==> src/rtl/eq_lock_monitor.sv <==
`default_nettype none
// ============================================================================
//  Module   : eq_lock_monitor
//  Purpose  : Watches the eq/ne/ceq/cne flags of an upstream 4-bit comparator
//             and declares lock after LOCK_CNT consecutive valid matches.
//             Lock is dropped after UNLOCK_CNT consecutive valid mismatches.
//             Any self-contradictory flag set parks the FSM in FAULT until
//             clr_err. Saturating totals of matches and mismatches are kept.
//  Revision : 1.0  initial release
// ============================================================================
module eq_lock_monitor #(
  parameter int LOCK_CNT   = 4,   // consecutive matches to lock (1..15)
  parameter int UNLOCK_CNT = 2    // consecutive mismatches to unlock (1..15)
) (
  input  logic       clk,
  input  logic       rst_n,
  input  logic       in_valid,
  input  logic       eq,
  input  logic       ne,
  input  logic       ceq,
  input  logic       cne,
  input  logic       clr_err,
  output logic [1:0] state,
  output logic       locked,
  output logic       lock_pulse,
  output logic       unlock_pulse,
  output logic       err,
  output logic [7:0] match_cnt,
  output logic [7:0] mismatch_cnt
);

  // FSM encoding is visible on the state port, so it is fixed here.
  localparam logic [1:0] c_SEARCH = 2'b00;
  localparam logic [1:0] c_CHECK  = 2'b01;
  localparam logic [1:0] c_LOCKED = 2'b10;
  localparam logic [1:0] c_FAULT  = 2'b11;

  // Run lengths never exceed 15, so 4-bit thresholds are sufficient.
  localparam logic [3:0] c_LOCK_TH   = 4'(LOCK_CNT);
  localparam logic [3:0] c_UNLOCK_TH = 4'(UNLOCK_CNT);
  localparam logic [7:0] c_CNT_MAX   = 8'hFF;

  // --------------------------------------------------------------------------
  // Sample classification
  // --------------------------------------------------------------------------
  logic w_inconsistent;
  logic w_bad;
  logic w_match;
  logic w_mismatch;

  // A well-formed flag set has eq/ne complementary, ceq/cne complementary,
  // and eq agreeing with ceq (4-bit inputs never carry X/Z upstream).
  assign w_inconsistent = (eq == ne) || (ceq == cne) || (eq != ceq);
  assign w_bad          = in_valid &&  w_inconsistent;
  assign w_match        = in_valid && !w_inconsistent &&  eq;
  assign w_mismatch     = in_valid && !w_inconsistent && !eq;

  // --------------------------------------------------------------------------
  // State and run-length registers
  // --------------------------------------------------------------------------
  logic [1:0] r_state;
  logic [1:0] w_state_nxt;
  logic [3:0] r_run;
  logic [3:0] w_run_nxt;
  logic [3:0] r_miss;
  logic [3:0] w_miss_nxt;

  // State register: FSM state plus the match/miss run lengths.
  always_ff @(posedge clk or negedge rst_n) begin
    if (!rst_n) begin
      r_state <= c_SEARCH;
      r_run   <= 4'd0;
      r_miss  <= 4'd0;
    end else begin
      r_state <= w_state_nxt;
      r_run   <= w_run_nxt;
      r_miss  <= w_miss_nxt;
    end
  end

  // Next-state logic: an inconsistent sample overrides every other transition.
  always_comb begin
    w_state_nxt = r_state;
    w_run_nxt   = r_run;
    w_miss_nxt  = r_miss;
    if (w_bad) begin
      w_state_nxt = c_FAULT;
      w_run_nxt   = 4'd0;
      w_miss_nxt  = 4'd0;
    end else begin
      case (r_state)
        c_SEARCH: begin
          if (w_match) begin
            if (c_LOCK_TH == 4'd1) begin
              w_state_nxt = c_LOCKED;
              w_run_nxt   = 4'd0;
            end else begin
              w_state_nxt = c_CHECK;
              w_run_nxt   = 4'd1;
            end
          end
        end
        c_CHECK: begin
          if (w_match) begin
            if ((r_run + 4'd1) == c_LOCK_TH) begin
              w_state_nxt = c_LOCKED;
              w_run_nxt   = 4'd0;
            end else begin
              w_run_nxt   = r_run + 4'd1;
            end
          end else if (w_mismatch) begin
            w_state_nxt = c_SEARCH;
            w_run_nxt   = 4'd0;
          end
        end
        c_LOCKED: begin
          if (w_mismatch) begin
            if ((r_miss + 4'd1) == c_UNLOCK_TH) begin
              w_state_nxt = c_SEARCH;
              w_miss_nxt  = 4'd0;
            end else begin
              w_miss_nxt  = r_miss + 4'd1;
            end
          end else if (w_match) begin
            w_miss_nxt = 4'd0;
          end
        end
        c_FAULT: begin
          // clr_err is honoured here only; a valid bad sample was caught above.
          if (clr_err) begin
            w_state_nxt = c_SEARCH;
          end
        end
        default: begin
          w_state_nxt = c_SEARCH;
          w_run_nxt   = 4'd0;
          w_miss_nxt  = 4'd0;
        end
      endcase
    end
  end

  // --------------------------------------------------------------------------
  // Registered outputs
  // --------------------------------------------------------------------------
  logic       r_locked;
  logic       r_lock_pulse;
  logic       r_unlock_pulse;
  logic       r_err;
  logic [7:0] r_match_cnt;
  logic [7:0] r_mismatch_cnt;

  logic       w_locked_nxt;
  logic       w_lock_pulse_nxt;
  logic       w_unlock_pulse_nxt;
  logic       w_err_nxt;
  logic [7:0] w_match_cnt_nxt;
  logic [7:0] w_mismatch_cnt_nxt;

  // Output logic: derive next-cycle outputs from the transition being taken.
  always_comb begin
    w_locked_nxt       = (w_state_nxt == c_LOCKED);
    // FAULT exits only to SEARCH, so entering LOCKED is always a real lock.
    w_lock_pulse_nxt   = (r_state != c_LOCKED) && (w_state_nxt == c_LOCKED);
    // LOCKED -> FAULT deliberately gives no unlock event.
    w_unlock_pulse_nxt = (r_state == c_LOCKED) && (w_state_nxt == c_SEARCH);
    w_err_nxt          = (w_state_nxt == c_FAULT);
    w_match_cnt_nxt    = r_match_cnt;
    w_mismatch_cnt_nxt = r_mismatch_cnt;
    if (w_match && (r_match_cnt != c_CNT_MAX)) begin
      w_match_cnt_nxt = r_match_cnt + 8'd1;
    end
    if (w_mismatch && (r_mismatch_cnt != c_CNT_MAX)) begin
      w_mismatch_cnt_nxt = r_mismatch_cnt + 8'd1;
    end
  end

  // Output register: every output has exactly one cycle of latency.
  always_ff @(posedge clk or negedge rst_n) begin
    if (!rst_n) begin
      r_locked       <= 1'b0;
      r_lock_pulse   <= 1'b0;
      r_unlock_pulse <= 1'b0;
      r_err          <= 1'b0;
      r_match_cnt    <= 8'd0;
      r_mismatch_cnt <= 8'd0;
    end else begin
      r_locked       <= w_locked_nxt;
      r_lock_pulse   <= w_lock_pulse_nxt;
      r_unlock_pulse <= w_unlock_pulse_nxt;
      r_err          <= w_err_nxt;
      r_match_cnt    <= w_match_cnt_nxt;
      r_mismatch_cnt <= w_mismatch_cnt_nxt;
    end
  end

  assign state        = r_state;
  assign locked       = r_locked;
  assign lock_pulse   = r_lock_pulse;
  assign unlock_pulse = r_unlock_pulse;
  assign err          = r_err;
  assign match_cnt    = r_match_cnt;
  assign mismatch_cnt = r_mismatch_cnt;

endmodule
`default_nettype wire

==> config.mk <==
export PLATFORM = sky130hd
export DESIGN_NAME = eq_lock_monitor
export DESIGN_NICKNAME = d
export VERILOG_FILES = /design/src/rtl/eq_lock_monitor.sv
export SDC_FILE = /design/constraint.sdc
export NUM_CORES = 1
export LEC_CHECK = 0
export CAP_MARGIN = 30
export CORE_AREA = 5 5 66 68
export DETAILED_ROUTE_END_ITERATION = 10
export DIE_AREA = 0 0 71 73
export PLACE_DENSITY = 0.67
export SLEW_MARGIN = 30
export SYNTH_ARGS = -nofsm -noshare
export SYNTH_HDL_FRONTEND = slang
export SYNTH_SLANG_ARGS = --single-unit
==> constraint.sdc <==
create_clock -name clk -period 2.2 [get_ports clk]
set_input_delay 0.22 -clock clk [delete_from_list [all_inputs] [get_ports clk]]
set_output_delay 0.22 -clock clk [all_outputs]
set_load 0.01 [all_outputs]
==> impl_metrics.yaml <==
clocking:
  clock_sinks: 30
  clkTransAtPathRegs_ns: 0.07
  root_buffer: "clkbuf_8"
  cts_tree: "yes"
  clock_path_buffers: 2
  cts_buffers: 5
  insertion_delay_ns: 0.28
  htree_levels: 2
  ctsResizeCount: 0
  cts_setup_buffers: 0
  hold_buffers: 0
global_routing:
  grt_overflow: 0
  antenna_found_initial: 0
  grt_pass1_vias: 1384
  grt_pass1_wl_mm: 6.49
  track_usage_pct: 15.8
  grt_max_degree: 31
placement:
  dp_hpwl_mm: 2.79
  gp_congestion: 0.829
  preCtsSetupSlack_ns: 0.193
  portBuffers: 29
  dp.cells: 232
  dpl_cell_area_sq_um: 2000
power_and_ir_drop:
  p_total_mw: 1.58
  power_density_nw_per_um2: 749
  p_leak_nw: 0.902
  ir_drop_v: 0.000476
floorplanning:
  die_area_sq_um: 5180
  io_pins: 30
  die_x_um: 71
  core_area_sq_um: 3800
  die_h_um: 73
  row_count: 23
  initial_core_util_pct: 42.6
sta:
  hold_slack_ns: 0.334
  tns_ns: 0
  clock_skew_ns: 0.00394
  fmaxAchievable_ghz: 0.547
  slew_headroom_pct: 67.9
  grt_setup_unrepaired: "false"
  fin_crit_sh_pct: 83.2
  worstMarginPinSlew_ns: 0.476
  slew_violations: 0
  period_needed_ns: 1.83
  hold_violations: 0
  setup_viol: 0
  timing.final.ws_setup_ns: 0.371
synth:
  yosysTopAreaCell: "dfrtp_1"
  synth_top_area_share_pct: 46.4
  syn-cell-area_sq_um: 1620
  synth_edf_count: 0
  ys_top_cells_by_area: "dfrtp_1 (46%), xnor2_1 (4.9%), ha_1 (4.6%), nand3_1 (3.7%), xor2_1 (3.3%)"
  synthFlopType: "dfrtp_1"
  seq_area_frac_synth_pct: 46.4
  ys_async_sr_fraction_pct: 100
  synthesis.instances: 150
  synth_nets: 164
  synth_cell_type_count: 49
  ys_seq_elements: 30
  avgSynthCellArea_sq_um: 10.8
  yosysWarnings: 0
cells_and_area:
  area_delta_synth_final_pct: 30.2
  num_antenna_cells: 0
  layout-drive-gt1-share_pct: 11.1
  final_cell_mix: "dfrtp_1 (30), clkdlybuf4s50_1 (29), nand3_1 (12), nand2_1 (12), xnor2_1 (9)"
  nets: 203
  n_fill_cell: 360
  fin_util_pct: 55.4
  layout_commonest_cell: "dfrtp_1"
  fin_cells: 240
  design_area_sq_um: 2100
worst_setup_path:
  path_class: "flop to flop"
  path_cells: "ha_1 > nand3b_1 > o31ai_1 > buf_4 > a311oi_1 > or2_2"
  critical_path.top_delay_family: "simple AND/OR/NAND/NOR gates"
  start_kind: "flop"
  arrival_ns: 1.99
  critPathCaptureType: "flop"
  required_ns: 2.36
  cp_slowest_stage_delay_ns: 0.45
  worst-path-buf-inv: 1
  cp_max_fo: 7
  cp_slowest_cell: "dfrtp_1"
run_status:
  status: "finished clean"
routing:
  drtIter0Drc: 58
  vias_per_cell: 5.53
  wl_per_cell_um: 15.6
  routed_wl_mm: 3.74
  antenna_left: 0
  drc: 0
  first_pass_iters: 4
  via_count: 1328
worst_hold_path:
  hold_path.class: "primary input to asynchronous set/reset pin"
flow_run:
  cap_violations: 0
==> worst paths after layout <==
check | end | from | slack, ns | depth (start not counted)
max in group asynchronous | r_miss[0] | rst_n | 1.58 | 2
worst max register to register | state[0] | r_run[0] | 0.37 | 6
worst max-delay path | state[0] | r_run[0] | 0.37 | 6
worst min-delay path | locked | rst_n | 0.33 | 2
worst min register to register | mismatch_cnt[7] | mismatch_cnt[7] | 0.50 | 1
min in group clk | mismatch_cnt[7] | mismatch_cnt[7] | 0.50 | 1
==> synth_stat cells (2+ instances only) <==
cell,number
nand3_1,12
a22o_1,3
nand4bb_1,3
o21ai_0,2
xor2_1,6
nand2_1,12
and3_1,2
nand4_1,3
nor3b_1,2
xnor2_1,9
or4_1,2
nor2_1,6
ha_1,6
and4bb_2,2
and2_1,2
mux2_2,3
nand3b_1,3
a2111oi_1,2
a211oi_1,3
nor3_1,4
dfrtp_1,30
nor4b_1,2
inv_1,5
==> power by group <==
part	switching [mW]	internal, mW	total [mW]
combinational	0.145	0.189	0.334
sequential	0.0851	0.613	0.699
clock	0.210	0.333	0.543
==> flip-flops by register name, indices dropped and copies added, names as in the netlist, 2 cells and up <==
name	flops
match_cnt	8
mismatch_cnt	8
r_miss	4
r_run	4
state	2
==> layout make-up <==
| class | instances | area (sq um) | share of cell area (%) |
|---|---|---|---|
| timing repair buffer | 33 | 320 | 15.2 |
| multi-input combinational | 114 | 843 | 40.1 |
| inverter | 5 | 18.8 | 0.892 |
| clock inverter | 3 | 40.0 | 1.90 |
| clock buffer | 5 | 68.8 | 3.27 |
| sequential | 30 | 751 | 35.7 |
| tap | 50 | 62.6 | 2.97 |
==> layer usage <==
| layer | vias up | track usage (%) | routed length, um |
|---|---|---|---|
| met1 | 638 | 18.9 | 1630 |
| met3 | 6 | 4.41 | 190 |
| met2 | 41 | 27.4 | 1870 |
| li1 | 643 | - | - |
| met5 | - | 0 | 0 |
| met4 | 0 | 5.01 | 44 |
==> kinds of logic (layout without fill, tap and decap cells) <==
| family | Yosys count | in the layout | synth area share (%) |
|---|---|---|---|
| xor+xnor | 15 | 15 | 8.13 |
| fa+ha+maj | 6 | 6 | 4.64 |
| simple gates | 62 | 62 | 23.1 |
| buf+inv | 6 | 46 | 1.39 |
| mux | 4 | 4 | 2.71 |
| flops | 30 | 30 | 46.4 |
| compound gates | 27 | 27 | 13.6 |
Note: power is estimated with default switching activity, not from simulation.
